### config.mk
export PLATFORM = sky130hd
export DESIGN_NAME = pss_freq_gen
export DESIGN_NICKNAME = d
export VERILOG_FILES = /design/src/rtl/pss_pkg.sv /design/src/rtl/pss_lfsr.sv /design/src/rtl/pss_freq_gen.sv
export SDC_FILE = /design/constraint.sdc
export NUM_CORES = 1
export LEC_CHECK = 0
export CORE_ASPECT_RATIO = 1.4
export CORE_MARGIN = 4
export CORE_UTILIZATION = 52
export CTS_BUF_LIST = sky130_fd_sc_hd__clkbuf_16
export DETAILED_ROUTE_END_ITERATION = 6
export PLACE_DENSITY = 0.76
export SLEW_MARGIN = 20
export SYNTH_ARGS = -nofsm -noshare
export SYNTH_HDL_FRONTEND = slang
export SYNTH_HIERARCHICAL = 1
export SYNTH_SLANG_ARGS = --single-unit
### constraint.sdc
create_clock -name clk_i -period 2.9 [get_ports clk_i]
set_clock_uncertainty 0.1 [all_clocks]
set_input_delay 0.725 -clock clk_i [delete_from_list [all_inputs] [get_ports clk_i]]
set_output_delay 0.725 -clock clk_i [all_outputs]
set_load 0.02 [all_outputs]
### src/rtl/pss_pkg.sv
// rtl/pss_pkg.sv - shared constants and state type for the NR PSS generator and correlator
package pss_pkg;

  localparam int         PSS_LEN    = 127;
  localparam logic [6:0] LFSR_INIT  = 7'b1110110;
  localparam int         CELL_SHIFT = 43;
  localparam int         DC_OFFSET  = 63;

  typedef enum logic [1:0] {
    IDLE,
    SEEK,
    STREAM
  } pss_state_e;

  // LFSR steps needed so that the current bit is d(63), the DC subcarrier of bin 0
  function automatic logic [6:0] seek_len(input logic [1:0] n_id_2);
    return 7'((DC_OFFSET + CELL_SHIFT * int'(n_id_2)) % PSS_LEN);
  endfunction

endpackage

### src/rtl/pss_lfsr.sv
// rtl/pss_lfsr.sv - 7-bit m-sequence LFSR, x(i+7) = x(i+4) ^ x(i); s[0] is the current bit x(i)
module pss_lfsr
  import pss_pkg::*;
(
  input  logic clk_i,
  input  logic reset_i,
  input  logic load_i,
  input  logic step_i,
  output logic bit_o,
  output logic next_bit_o
);

  logic [6:0] s;

  always_ff @(posedge clk_i) begin
    if (reset_i) begin
      s <= LFSR_INIT;
    end else if (load_i) begin
      s <= LFSR_INIT;
    end else if (step_i) begin
      s <= {s[4] ^ s[0], s[6:1]};
    end
  end

  assign bit_o      = s[0];
  // bit that becomes current after one step, for callers that register ahead
  assign next_bit_o = s[1];

endmodule

### src/rtl/pss_freq_gen.sv
// rtl/pss_freq_gen.sv - frequency-domain NR PSS symbol source, one NFFT-bin symbol per start
module pss_freq_gen
  import pss_pkg::*;
#(
  parameter int NFFT   = 256,
  parameter int OUT_DW = 32,
  parameter int AMP    = 16384
) (
  input  logic              clk_i,
  input  logic              reset_i,
  input  logic              start_i,
  input  logic [1:0]        N_id_2_i,
  output logic [OUT_DW-1:0] m_axis_out_tdata,
  output logic              m_axis_out_tvalid,
  input  logic              m_axis_out_tready,
  output logic              m_axis_out_tlast,
  output logic              busy_o
);

  localparam int              BW       = $clog2(NFFT);
  localparam int              HW       = OUT_DW / 2;
  localparam logic [BW-1:0]   LAST_BIN = BW'(NFFT - 1);
  localparam logic [BW-1:0]   LO_END   = BW'(DC_OFFSET);
  localparam logic [BW-1:0]   HI_START = BW'(NFFT - DC_OFFSET);
  localparam logic [HW-1:0]   AMP_POS  = HW'(AMP);
  localparam logic [HW-1:0]   AMP_NEG  = HW'(-AMP);

  pss_state_e        state, state_nxt;
  logic [6:0]        seek_cnt;
  logic [BW-1:0]     bin_cnt, bin_nxt;
  logic              lfsr_load, lfsr_step, lfsr_bit, lfsr_next_bit;
  logic              handshake, next_bit_sel;
  logic [OUT_DW-1:0] next_word, first_word;

  function automatic logic is_data(input logic [BW-1:0] b);
    return (b <= LO_END) || (b >= HI_START);
  endfunction

  pss_lfsr u_lfsr (
    .clk_i      (clk_i),
    .reset_i    (reset_i),
    .load_i     (lfsr_load),
    .step_i     (lfsr_step),
    .bit_o      (lfsr_bit),
    .next_bit_o (lfsr_next_bit)
  );

  assign handshake = m_axis_out_tvalid && m_axis_out_tready;
  assign busy_o    = (state != IDLE);

  always_ff @(posedge clk_i) begin
    if (reset_i) begin
      state <= IDLE;
    end else begin
      state <= state_nxt;
    end
  end

  always_comb begin
    state_nxt = state;
    lfsr_load = 1'b0;
    lfsr_step = 1'b0;
    case (state)
      IDLE: begin
        if (start_i && (N_id_2_i != 2'd3)) begin
          state_nxt = SEEK;
          lfsr_load = 1'b1;
        end
      end
      SEEK: begin
        lfsr_step = 1'b1;
        if (seek_cnt == 7'd1) begin
          state_nxt = STREAM;
        end
      end
      STREAM: begin
        if (handshake) begin
          lfsr_step = is_data(bin_cnt);
          if (bin_cnt == LAST_BIN) begin
            state_nxt = IDLE;
          end
        end
      end
      default: state_nxt = IDLE;
    endcase
  end

  // The output register holds the bin on offer, so the next bin is built one step ahead:
  // if the current bin consumes a sequence element, the following one is s[1], else s[0].
  always_comb begin
    bin_nxt      = bin_cnt + BW'(1);
    next_bit_sel = is_data(bin_cnt) ? lfsr_next_bit : lfsr_bit;
    next_word    = '0;
    if (is_data(bin_nxt)) begin
      next_word = {{HW{1'b0}}, (next_bit_sel ? AMP_NEG : AMP_POS)};
    end
    first_word = {{HW{1'b0}}, (lfsr_next_bit ? AMP_NEG : AMP_POS)};
  end

  always_ff @(posedge clk_i) begin
    if (reset_i) begin
      seek_cnt          <= '0;
      bin_cnt           <= '0;
      m_axis_out_tvalid <= 1'b0;
      m_axis_out_tlast  <= 1'b0;
      m_axis_out_tdata  <= '0;
    end else begin
      case (state)
        IDLE: begin
          if (lfsr_load) begin
            seek_cnt <= seek_len(N_id_2_i);
          end
        end
        SEEK: begin
          seek_cnt <= seek_cnt - 7'd1;
          if (seek_cnt == 7'd1) begin
            m_axis_out_tvalid <= 1'b1;
            m_axis_out_tdata  <= first_word;
            m_axis_out_tlast  <= 1'b0;
            bin_cnt           <= '0;
          end
        end
        STREAM: begin
          if (handshake) begin
            if (bin_cnt == LAST_BIN) begin
              m_axis_out_tvalid <= 1'b0;
              m_axis_out_tlast  <= 1'b0;
              m_axis_out_tdata  <= '0;
              bin_cnt           <= '0;
            end else begin
              bin_cnt          <= bin_nxt;
              m_axis_out_tdata <= next_word;
              m_axis_out_tlast <= (bin_nxt == LAST_BIN);
            end
          end
        end
        default: ;
      endcase
    end
  end

endmodule

==> key figures, run 1 <==
Synthesis
  • Top-area cell type share of the netlist area: 26.6%
  • #FFs+latches synth: 28
  • EDFF count, synth: 0
  • Async SR Flop Fraction: 0%
  • Post-Syn Instances: 256
  • Register area share after synthesis: 26.6%
  • Post-synthesis area per instance: 8.23 um^2
  • Post-synth top flop: dfxtp_1
  • Top cells by area, synth: dfxtp_1, buf_4, ha_1
  • Area leader, netlist: dfxtp_1
  • Netlist Area Pre-Place: 2110 um^2
  • Yosys cell types: 49
  • Synth warn: 6

Place
  • Placed cells: 299
  • Place WS: 0.159 ns
  • Global placement routability congestion: 0.911
  • Area of placed instances: 2070 um^2
  • PortBufs: 10
  • Dpl hpwl: 3120 um

Floorplanning
  • Die span in x: 61.8 um
  • Top Ports: 41
  • Initial core utilization: 53.7%
  • Core box area: 3920 um^2
  • Chip height: 83.3 um
  • Die area: 5150 um^2
  • # rows: 27

Detailed routing
  • Drt wl/cell: 13.7 um
  • Residual DRC: 0
  • Pre-antenna DRT Iters: 4
  • Via/cell ratio: 5.60
  • WL final: 4140 um
  • Post-route ant nets: 0
  • DR vias: 1697
  • Starting DRT DRC Count: 92

Clock tree
  • TritonCTS sink count: 28
  • Resize count post-CTS: 0
  • Clk_lat worst skew: 0.27 ns
  • Clock Pin Slew Worst Setup and Hold Paths: 0.07 ns
  • CTS tree: yes
  • H-tree lvl count: 1
  • Hold buffer count at CTS: 0
  • Root buffer cell: clkbuf_16
  • Number of CTS-inserted buffers: 3
  • Setup bufs post-CTS: 0
  • Max clock buf depth: 2

STA
  • Fin Hold WS: 0.372 ns
  • Crit path time final: 2.49 ns
  • F_max: 0.401 GHz
  • Fin crit share: 86.0%
  • Slew Limit Fails: 0
  • Final setup viols: 0
  • Worst setup margin: 0.407 ns
  • Post-Route Setup TNS: 0 ns
  • RSZ-0062 raised after global routing: false
  • Slew @ Worst Pin: 0.703 ns
  • Slew margin rel.: 53.1%
  • Final hold violation count: 0

Critical path
  • CP Data Required Time: 3.00 ns
  • Worst Path Buf+Inv: 2
  • Max stage delay on crit path: 0.47 ns
  • CP Cell Sequence: clkdlybuf4s50_1, ha_1, nor2b_1, mux2i_1, buf_4, nor4_1, o21ai_0, a21oi_1
  • Crit Path Class: primary input to flop
  • Critical path peak fanout: 15
  • CP Launch Type: primary input
  • Family with the most delay on the worst path: buffers and inverters
  • Arr. time, crit path: 2.59 ns
  • CP max-delay cell: clkdlybuf4s50_1
  • CP Capture Type: flop

GRT
  • Vias in the first global route: 1560
  • Initial antenna violation count: 0
  • GRT overflow: 0
  • Most Used Layer, Global Route: met2
  • Largest net degree at the start of global routing: 20
  • Routing usage on met2: 27.5%
  • First-pass GRT wire length: 6870 um
  • Gr usage total: 17.2%
  • Met1 usage: 20.3%
  • Met3 GRT Util: 2.02%

Finish
  • Syn-to-layout area delta: 3.39%
  • Commonest cells after routing, fill and taps aside: conb_1, dfxtp_1, nand2_1, nor2_1, a21oi_1
  • Nets: 282
  • Share of cells above drive strength 1: 6.92%
  • Fin area: 2180 um^2
  • Post-Layout Cell Count: 303
  • Most common cell after layout, fill and taps aside: conb_1
  • # diodes: 0

Power and ir drop
  • Cell Pwr Density: 540 nW/um^2
  • Leakage: 0.842 nW
  • VDD IR-drop max: 0.347 mV

Min path
  • Min-Delay Path Class: flop to flop

Outcome
  • Status: finished, final reports clean

Flow run
  • Max Cap Viol: 0
## cells by family after synthesis
family / after synthesis / synth area share, %
and+or+nand+nor: 84 / 20.4
AOI/OAI and AO/OA: 60 / 20.6
buffers and inverters: 56 / 17.8
DFF: 28 / 26.6
adders and majority gates: 15 / 8.91
muxes: 8 / 3.80
xor gates and xnor gates: 4 / 1.66
other: 1 / 0.178
## worst reg2reg max path, cell delays in order, from the launching register on
cell and delay [ns]:
dfxtp_1 0.42, ha_1 0.16, or4b_4 0.48, o31ai_4 0.34, and2_1 0.33, a31oi_1 0.14
a311oi_2 0.24
## metrics by stage
stage	utilization, %	power, mW
finish	55.6	1.18
detailed placement	52.9	0.769
global placement	52.9	0.762
global route	55.6	1.24
floorplan	-	0.731
CTS	55.6	1.18
## state kept, by name, indices dropped and copies added, names as in the netlist
register           count
bin_cnt                8
state                  2
m_axis_out_tvalid      1
u_lfsr/s               7
seek_cnt               7
m_axis_out_tdata       2
m_axis_out_tlast       1
## final cells by class
type,count,area [um^2]
Clock buffer,3,75.1
Clock inverter,1,30.0
Fill cell,361,1740
Inverter,13,48.8
Multi-Input combinational cell,201,1280
Sequential cell,28,561
Tap cell,43,53.8
Timing Repair Buffer,14,130
## synth_stat cells (all sizes together), types with 3 or more instances
cell type	instances
a31oi	5
inv	13
ha	15
or3	3
and2	5
nor3	7
mux2i	8
dfxtp	28
a22oi	3
nor2	18
o31ai	3
nor4	3
nand4	4
xnor2	3
nand2	21
a311oi	4
buf	37
nand3	10
nor2b	6
a211oi	4
o211ai	3
o21ai	10
a21oi	16
clkbuf	6
## worst paths after layout
| path | startpoint | endpoint | slack, ns | depth (start not counted) |
|---|---|---|---|---|
| min reg2reg | u_lfsr/s[5]$_SDFFE_PP1P_ | u_lfsr/s[5]$_SDFFE_PP1P_ | 0.37 | 2 |
| max | N_id_2_i[0] | seek_cnt[5]$_SDFFE_PP0P_ | 0.41 | 8 |
| min | u_lfsr/s[5]$_SDFFE_PP1P_ | u_lfsr/s[5]$_SDFFE_PP1P_ | 0.37 | 2 |
| max reg2reg | seek_cnt[0]$_SDFFE_PP0P_ | bin_cnt[7]$_SDFFE_PP0P_ | 0.61 | 6 |
## layer usage
metal	vias to the layer above	share of wire [%]
li1	851	-
met1	789	42
met2	47	51
met3	10	4.2
met4	0	2.8
met5	-	0
## report_power, final
group | switching, mW | total [mW] | internal, mW | leakage [nW]
Clock | 0.134 | 0.410 | 0.275 | 0.0511
Sequential | 0.0325 | 0.447 | 0.415 | 0.228
Combinational | 0.197 | 0.319 | 0.121 | 0.563
Total | 0.364 | 1.18 | 0.811 | 0.842
Power figures use the tool's default switching activity.
==> run 2: changes to the inputs <==
--- a/config.mk
+++ b/config.mk
@@ -5,12 +5,13 @@
 export SDC_FILE = /design/constraint.sdc
 export NUM_CORES = 1
 export LEC_CHECK = 0
+export CAP_MARGIN = 20
 export CORE_ASPECT_RATIO = 1.4
 export CORE_MARGIN = 4
-export CORE_UTILIZATION = 52
+export CORE_UTILIZATION = 50
 export CTS_BUF_LIST = sky130_fd_sc_hd__clkbuf_16
 export DETAILED_ROUTE_END_ITERATION = 6
-export PLACE_DENSITY = 0.76
+export PLACE_DENSITY_LB_ADDON = 0.25
 export SLEW_MARGIN = 20
 export SYNTH_ARGS = -nofsm -noshare
 export SYNTH_HDL_FRONTEND = slang
==> run 2 against run 1 <==
Compared with the run above: register-to-register slack barely moved; clock power fell by 1%; count of clock-buffer cells in the layout did not move; first-iteration DRC count rose by 42%; via count fell by 1.0%; hold slack improved by 0.0054 ns; critical path type is now flop to output port; largest power group unchanged.
==> key figures, run 2 (synthesized netlist as in run 1, its figures left out) <==
Place
  • Global placement routability congestion: 0.891
  • Dpl hpwl: 3090 um
  • PortBufs: 10

GRT
  • Initial antenna violation count: 0
  • Gr usage total: 15.5%
  • First-pass GRT wire length: 6850 um
  • GRT overflow: 0
  • Largest net degree at the start of global routing: 17
  • Vias in the first global route: 1506

Clock tree
  • CTS tree: yes
  • Number of CTS-inserted buffers: 3
  • Root buffer cell: clkbuf_16
  • H-tree lvl count: 1
  • Clk_lat worst skew: 0.26 ns
  • Resize count post-CTS: 0
  • Clock Pin Slew Worst Setup and Hold Paths: 0.07 ns
  • Max clock buf depth: 2
  • Hold buffer count at CTS: 0
  • TritonCTS sink count: 28
  • Setup bufs post-CTS: 0

STA
  • Crit path time final: 2.48 ns
  • Final hold violation count: 0
  • Fin crit share: 85.6%
  • F_max: 0.403 GHz
  • Slew @ Worst Pin: 0.579 ns
  • Slew margin rel.: 61.4%
  • Fin Hold WS: 0.378 ns
  • Final setup viols: 0
  • RSZ-0062 raised after global routing: false
  • Slew Limit Fails: 0
  • Post-Route Setup TNS: 0 ns

Critical path
  • Worst R2R Start: seek_cnt[0]$_SDFFE_PP0P_
  • RR Endpoint: bin_cnt[7]$_SDFFE_PP0P_
  • Worst Path Buf+Inv: 3
  • Crit path to: busy_o
  • CP Data Required Time: 2.08 ns
  • Arr. time, crit path: 1.66 ns
  • Critical path depth in cells: 4
  • Flop2flop setup slack: 0.60 ns
  • Critical path peak fanout: 3
  • CP Launch Type: flop
  • R2r worst-path depth: 6
  • CP Capture Type: output port
  • CP max-delay cell: clkdlybuf4s50_1
  • CP Cell Sequence: inv_1, ha_1, inv_1, clkdlybuf4s50_1
  • Crit path launch: state[0]$_SDFFE_PP0P_
  • Most Frequent Cell on Critical Path: inv_1
  • Family with the most delay on the worst path: buffers and inverters
  • Max stage delay on crit path: 0.61 ns
  • Crit Path Class: flop to output port

Finish
  • Biggest registers after layout: bin_cnt: 8 flops, seek_cnt: 7 flops, u_lfsr/s: 7 flops
  • Syn-to-layout area delta: 4.46%
  • # diodes: 0
  • Reg with most FFs: bin_cnt
  • Largest register FFs: 8
  • Most common cell after layout, fill and taps aside: conb_1
  • Commonest cells after routing, fill and taps aside: conb_1, dfxtp_1, nand2_1, nor2_1, a21oi_1
  • Nets: 285
  • Share of the core filled with cells: 55.2%
  • Share of cells above drive strength 1: 7.98%

Power and ir drop
  • Sw Pwr: 0.356 mW
  • Comb pwr share: 27.6%
  • P_int: 0.818 mW
  • Clock power frac: 34.5%
  • Leakage: 0.857 nW
  • Sequential power share: 37.9%
  • Cell Pwr Density: 533 nW/um^2
  • VDD IR-drop max: 0.299 mV
  • Sw frac: 30.3%

Detailed routing
  • Drt wl/cell: 12.9 um
  • DR vias: 1680
  • Pre-antenna DRT Iters: 4
  • Via/cell ratio: 5.49
  • Starting DRT DRC Count: 131
  • Post-route ant nets: 0
  • WL final: 3950 um
  • Residual DRC: 0

Min path
  • Min-Delay Path Class: flop to flop
  • Hold Path Cell Cnt: 2

Flow run
  • Max Cap Viol: 0

Outcome
  • Status: finished, final reports clean

Floorplanning
  • Core box area: 3990 um^2
  • Die area: 5330 um^2
  • Initial core utilization: 52.8%
  • Chip height: 84.8 um
  • Die span in x: 62.8 um
  • Top Ports: 41
  • # rows: 27
-- run 2: per-stage QoR --
step | setup WS, ns | instances | power [mW] | area (um^2)
finish | 0.417 | 306 | 1.17 | 2200
global route | 0.249 | 306 | 1.25 | 2200
CTS | 0.416 | 306 | 1.18 | 2200
detailed placement | 0.186 | 302 | 0.775 | 2090
global placement | 0.245 | 302 | 0.776 | 2090
floorplan | 0.822 | 285 | 0.731 | 2210
-- run 2: worst min-delay path by stage --
| stage | slack, ns | end | startpoint |
|---|---|---|---|
| 2_1_floorplan | 0.34 | u_lfsr/s[2]$_SDFFE_PP1P_ | u_lfsr/s[2]$_SDFFE_PP1P_ |
| 3_3_place_gp | 0.36 | u_lfsr/s[5]$_SDFFE_PP1P_ | u_lfsr/s[5]$_SDFFE_PP1P_ |
| 3_5_place_dp | 0.37 | u_lfsr/s[1]$_SDFFE_PP1P_ | u_lfsr/s[2]$_SDFFE_PP1P_ |
| 4_1_cts | 0.39 | m_axis_out_tlast$_SDFFE_PP0P_ | m_axis_out_tlast$_SDFFE_PP0P_ |
| 5_1_grt | 0.42 | m_axis_out_tlast$_SDFFE_PP0P_ | m_axis_out_tlast$_SDFFE_PP0P_ |
| 6_report | 0.38 | m_axis_out_tlast$_SDFFE_PP0P_ | m_axis_out_tlast$_SDFFE_PP0P_ |
-- run 2: layer usage --
layer,track usage (%),part of all wire [%],wire length (um)
met1,19.1,43,1700
met2,27.1,52,2040
met3,1.61,3.7,147
met4,6.83,1.5,61
met5,0,0,0
-- run 2: power groups by stage --
stage	sequential (mW)	clock (mW)	combinational (mW)
CTS	0.444	0.416	0.324
detailed placement	0.453	0	0.321
finish	0.445	0.405	0.324
global route	0.449	0.435	0.361
global placement	0.454	0	0.322
floorplan	0.456	0	0.275
-- run 2: worst reg2reg max path, stage by stage, from the launching register on --
cell      delay [ns]
dfxtp_1         0.40
ha_1            0.16
or4b_4          0.47
o31ai_4         0.36
and2_1          0.34
a31oi_1         0.15
a311oi_2        0.25
-- run 2: layout make-up --
cell class | count | area (um^2)
sequential | 28 | 561
fill | 369 | 1790
clock buffer | 3 | 75.1
clock inverter | 1 | 30.0
inverter | 13 | 48.8
timing repair buffer | 17 | 153
multi-input combinational | 201 | 1280
tap | 43 | 53.8
==> run 3: changes to the inputs <==
--- a/config.mk
+++ b/config.mk
@@ -8,7 +8,7 @@
 export CAP_MARGIN = 20
 export CORE_ASPECT_RATIO = 1.4
 export CORE_MARGIN = 4
-export CORE_UTILIZATION = 50
+export CORE_UTILIZATION = 52
 export CTS_BUF_LIST = sky130_fd_sc_hd__clkbuf_16
 export DETAILED_ROUTE_END_ITERATION = 6
 export PLACE_DENSITY_LB_ADDON = 0.25
==> run 3 against run 2 <==
Compared with the run above: register-to-register slack got worse by 0.03 ns; first-iteration DRC count rose by 6.9%; non-clock buffer count did not move; critical path type is now primary input to flop; highest routed layer unchanged.
==> key figures, run 3 (synthesized netlist as in run 1, its figures left out) <==
Place
  • Placed cells: 302
  • PortBufs: 10
  • Dpl hpwl: 3200 um
  • Global placement routability congestion: 0.869

Finish
  • Biggest registers after layout: bin_cnt: 8 flops, seek_cnt: 7 flops, u_lfsr/s: 7 flops
  • Nets: 285
  • Syn-to-layout area delta: 4.46%
  • FF+latch area: 561 um^2
  • Reg with most FFs: bin_cnt
  • Fillers: 384
  • Post-Layout Cell Count: 306
  • Footprint of the multi-input gates: 1280 um^2
  • Share of cells above drive strength 1: 7.98%
  • Largest register FFs: 8
  • Commonest cells after routing, fill and taps aside: conb_1, dfxtp_1, nand2_1, nor2_1, a21oi_1
  • # diodes: 0
  • Most common cell after layout, fill and taps aside: conb_1

Floorplanning
  • Die span in x: 61.8 um
  • Initial core utilization: 53.7%
  • Die area: 5150 um^2
  • Core box area: 3920 um^2
  • Chip height: 83.3 um
  • Top Ports: 41
  • # rows: 27

Detailed routing
  • Post-route ant nets: 0
  • WL final: 4050 um
  • DR vias: 1678
  • Drt wl/cell: 13.2 um
  • Pre-antenna DRT Iters: 4
  • Residual DRC: 0
  • Starting DRT DRC Count: 140
  • Via/cell ratio: 5.48

Clock tree
  • Clock Pin Slew Worst Setup and Hold Paths: 0.07 ns
  • CTS tree: yes
  • H-tree lvl count: 1
  • TritonCTS sink count: 28
  • Clk_lat worst skew: 0.26 ns
  • Setup bufs post-CTS: 0
  • Resize count post-CTS: 0
  • Root buffer cell: clkbuf_16
  • Hold buffer count at CTS: 0
  • Max clock buf depth: 2
  • Number of CTS-inserted buffers: 3

Outcome
  • Status: finished, final reports clean

STA
  • Final setup viols: 0
  • Fin crit share: 86.3%
  • Crit path time final: 2.50 ns
  • Slew Limit Fails: 0
  • Post-Route Setup TNS: 0 ns
  • RSZ-0062 raised after global routing: false
  • Final hold violation count: 0
  • F_max: 0.400 GHz
  • Slew @ Worst Pin: 0.515 ns
  • Slew margin rel.: 65.5%

Critical path
  • CP max-delay cell: clkdlybuf4s50_1
  • CP Launch Type: primary input
  • CP Capture Type: flop
  • CP Data Required Time: 3.00 ns
  • Max stage delay on crit path: 0.53 ns
  • Crit Path Class: primary input to flop
  • CP Cell Sequence: clkdlybuf4s50_1, inv_1, ha_1, nor3_1, nor2_1, a2111oi_0, a221oi_1, nor2_1
  • Flop2flop setup slack: 0.57 ns
  • Arr. time, crit path: 2.60 ns
  • Most Frequent Cell on Critical Path: nor2_1
  • Critical path peak fanout: 4

GRT
  • First-pass GRT wire length: 7230 um
  • Initial antenna violation count: 0
  • Vias in the first global route: 1639
  • GRT overflow: 0
  • Gr usage total: 17.6%
  • Largest net degree at the start of global routing: 17

Min path
  • Min-Delay Path Class: flop to flop

Power and ir drop
  • Leakage: 0.857 nW
  • VDD IR-drop max: 0.316 mV
  • Total power: 1.17 mW
  • Cell Pwr Density: 533 nW/um^2

Flow run
  • Max Cap Viol: 0
[run 3: cell counts in the layout (fill, tap and decap cells not counted)]
Identical to the previous run, type by type.
[run 3: power by group]
part / leakage (nW) / internal [mW] / total [mW] / switching (mW)
logic: 0.578 / 0.128 / 0.323 / 0.196
registers: 0.228 / 0.415 / 0.447 / 0.0320
clock network: 0.0511 / 0.275 / 0.403 / 0.128
total: 0.857 / 0.817 / 1.17 / 0.356
[run 3: critical path: cells and delay by family]
kind	cells	cell delay, ns
fa+ha+maj	1	0.31
compound gates	2	0.52
simple gates	3	0.42
buf+inv	2	0.63
[run 3: metrics by stage]
step                utilization, %  area (um^2)  setup WS [ns]  hold WS, ns
floorplan                        -         2210          0.822        0.340
global placement              53.4         2090          0.195        0.357
detailed placement            53.4         2090          0.177        0.363
CTS                           56.1         2200          0.396        0.380
global route                  56.1         2200          0.211        0.419
finish                        56.1         2200          0.397        0.381
[run 3: area by class of cell]
| cell class | count | area share [%] |
|---|---|---|
| sequential | 28 | 25.5 |
| clock inverter | 1 | 1.37 |
| inverter | 13 | 2.22 |
| clock buffer | 3 | 3.41 |
| timing repair buffer | 17 | 6.94 |
| tap | 43 | 2.45 |
| multi-input combinational | 201 | 58.1 |
[run 3: layer usage]
layer  wire [um]  track usage [%]
met5           0                0
met4          55             4.83
met3         150             1.87
met1        1680             22.1
met2        2170             30.5
[run 3: worst paths after layout]
path | from | endpoint | depth (start not counted)
setup / recovery | N_id_2_i[0] | seek_cnt[3]$_SDFFE_PP0P_ | 8
hold / removal | u_lfsr/s[2]$_SDFFE_PP1P_ | u_lfsr/s[1]$_SDFFE_PP1P_ | 2
setup reg to reg | bin_cnt[0]$_SDFFE_PP0P_ | m_axis_out_tdata[14]$_SDFFE_PP0P_ | 6
hold reg to reg | u_lfsr/s[2]$_SDFFE_PP1P_ | u_lfsr/s[1]$_SDFFE_PP1P_ | 2
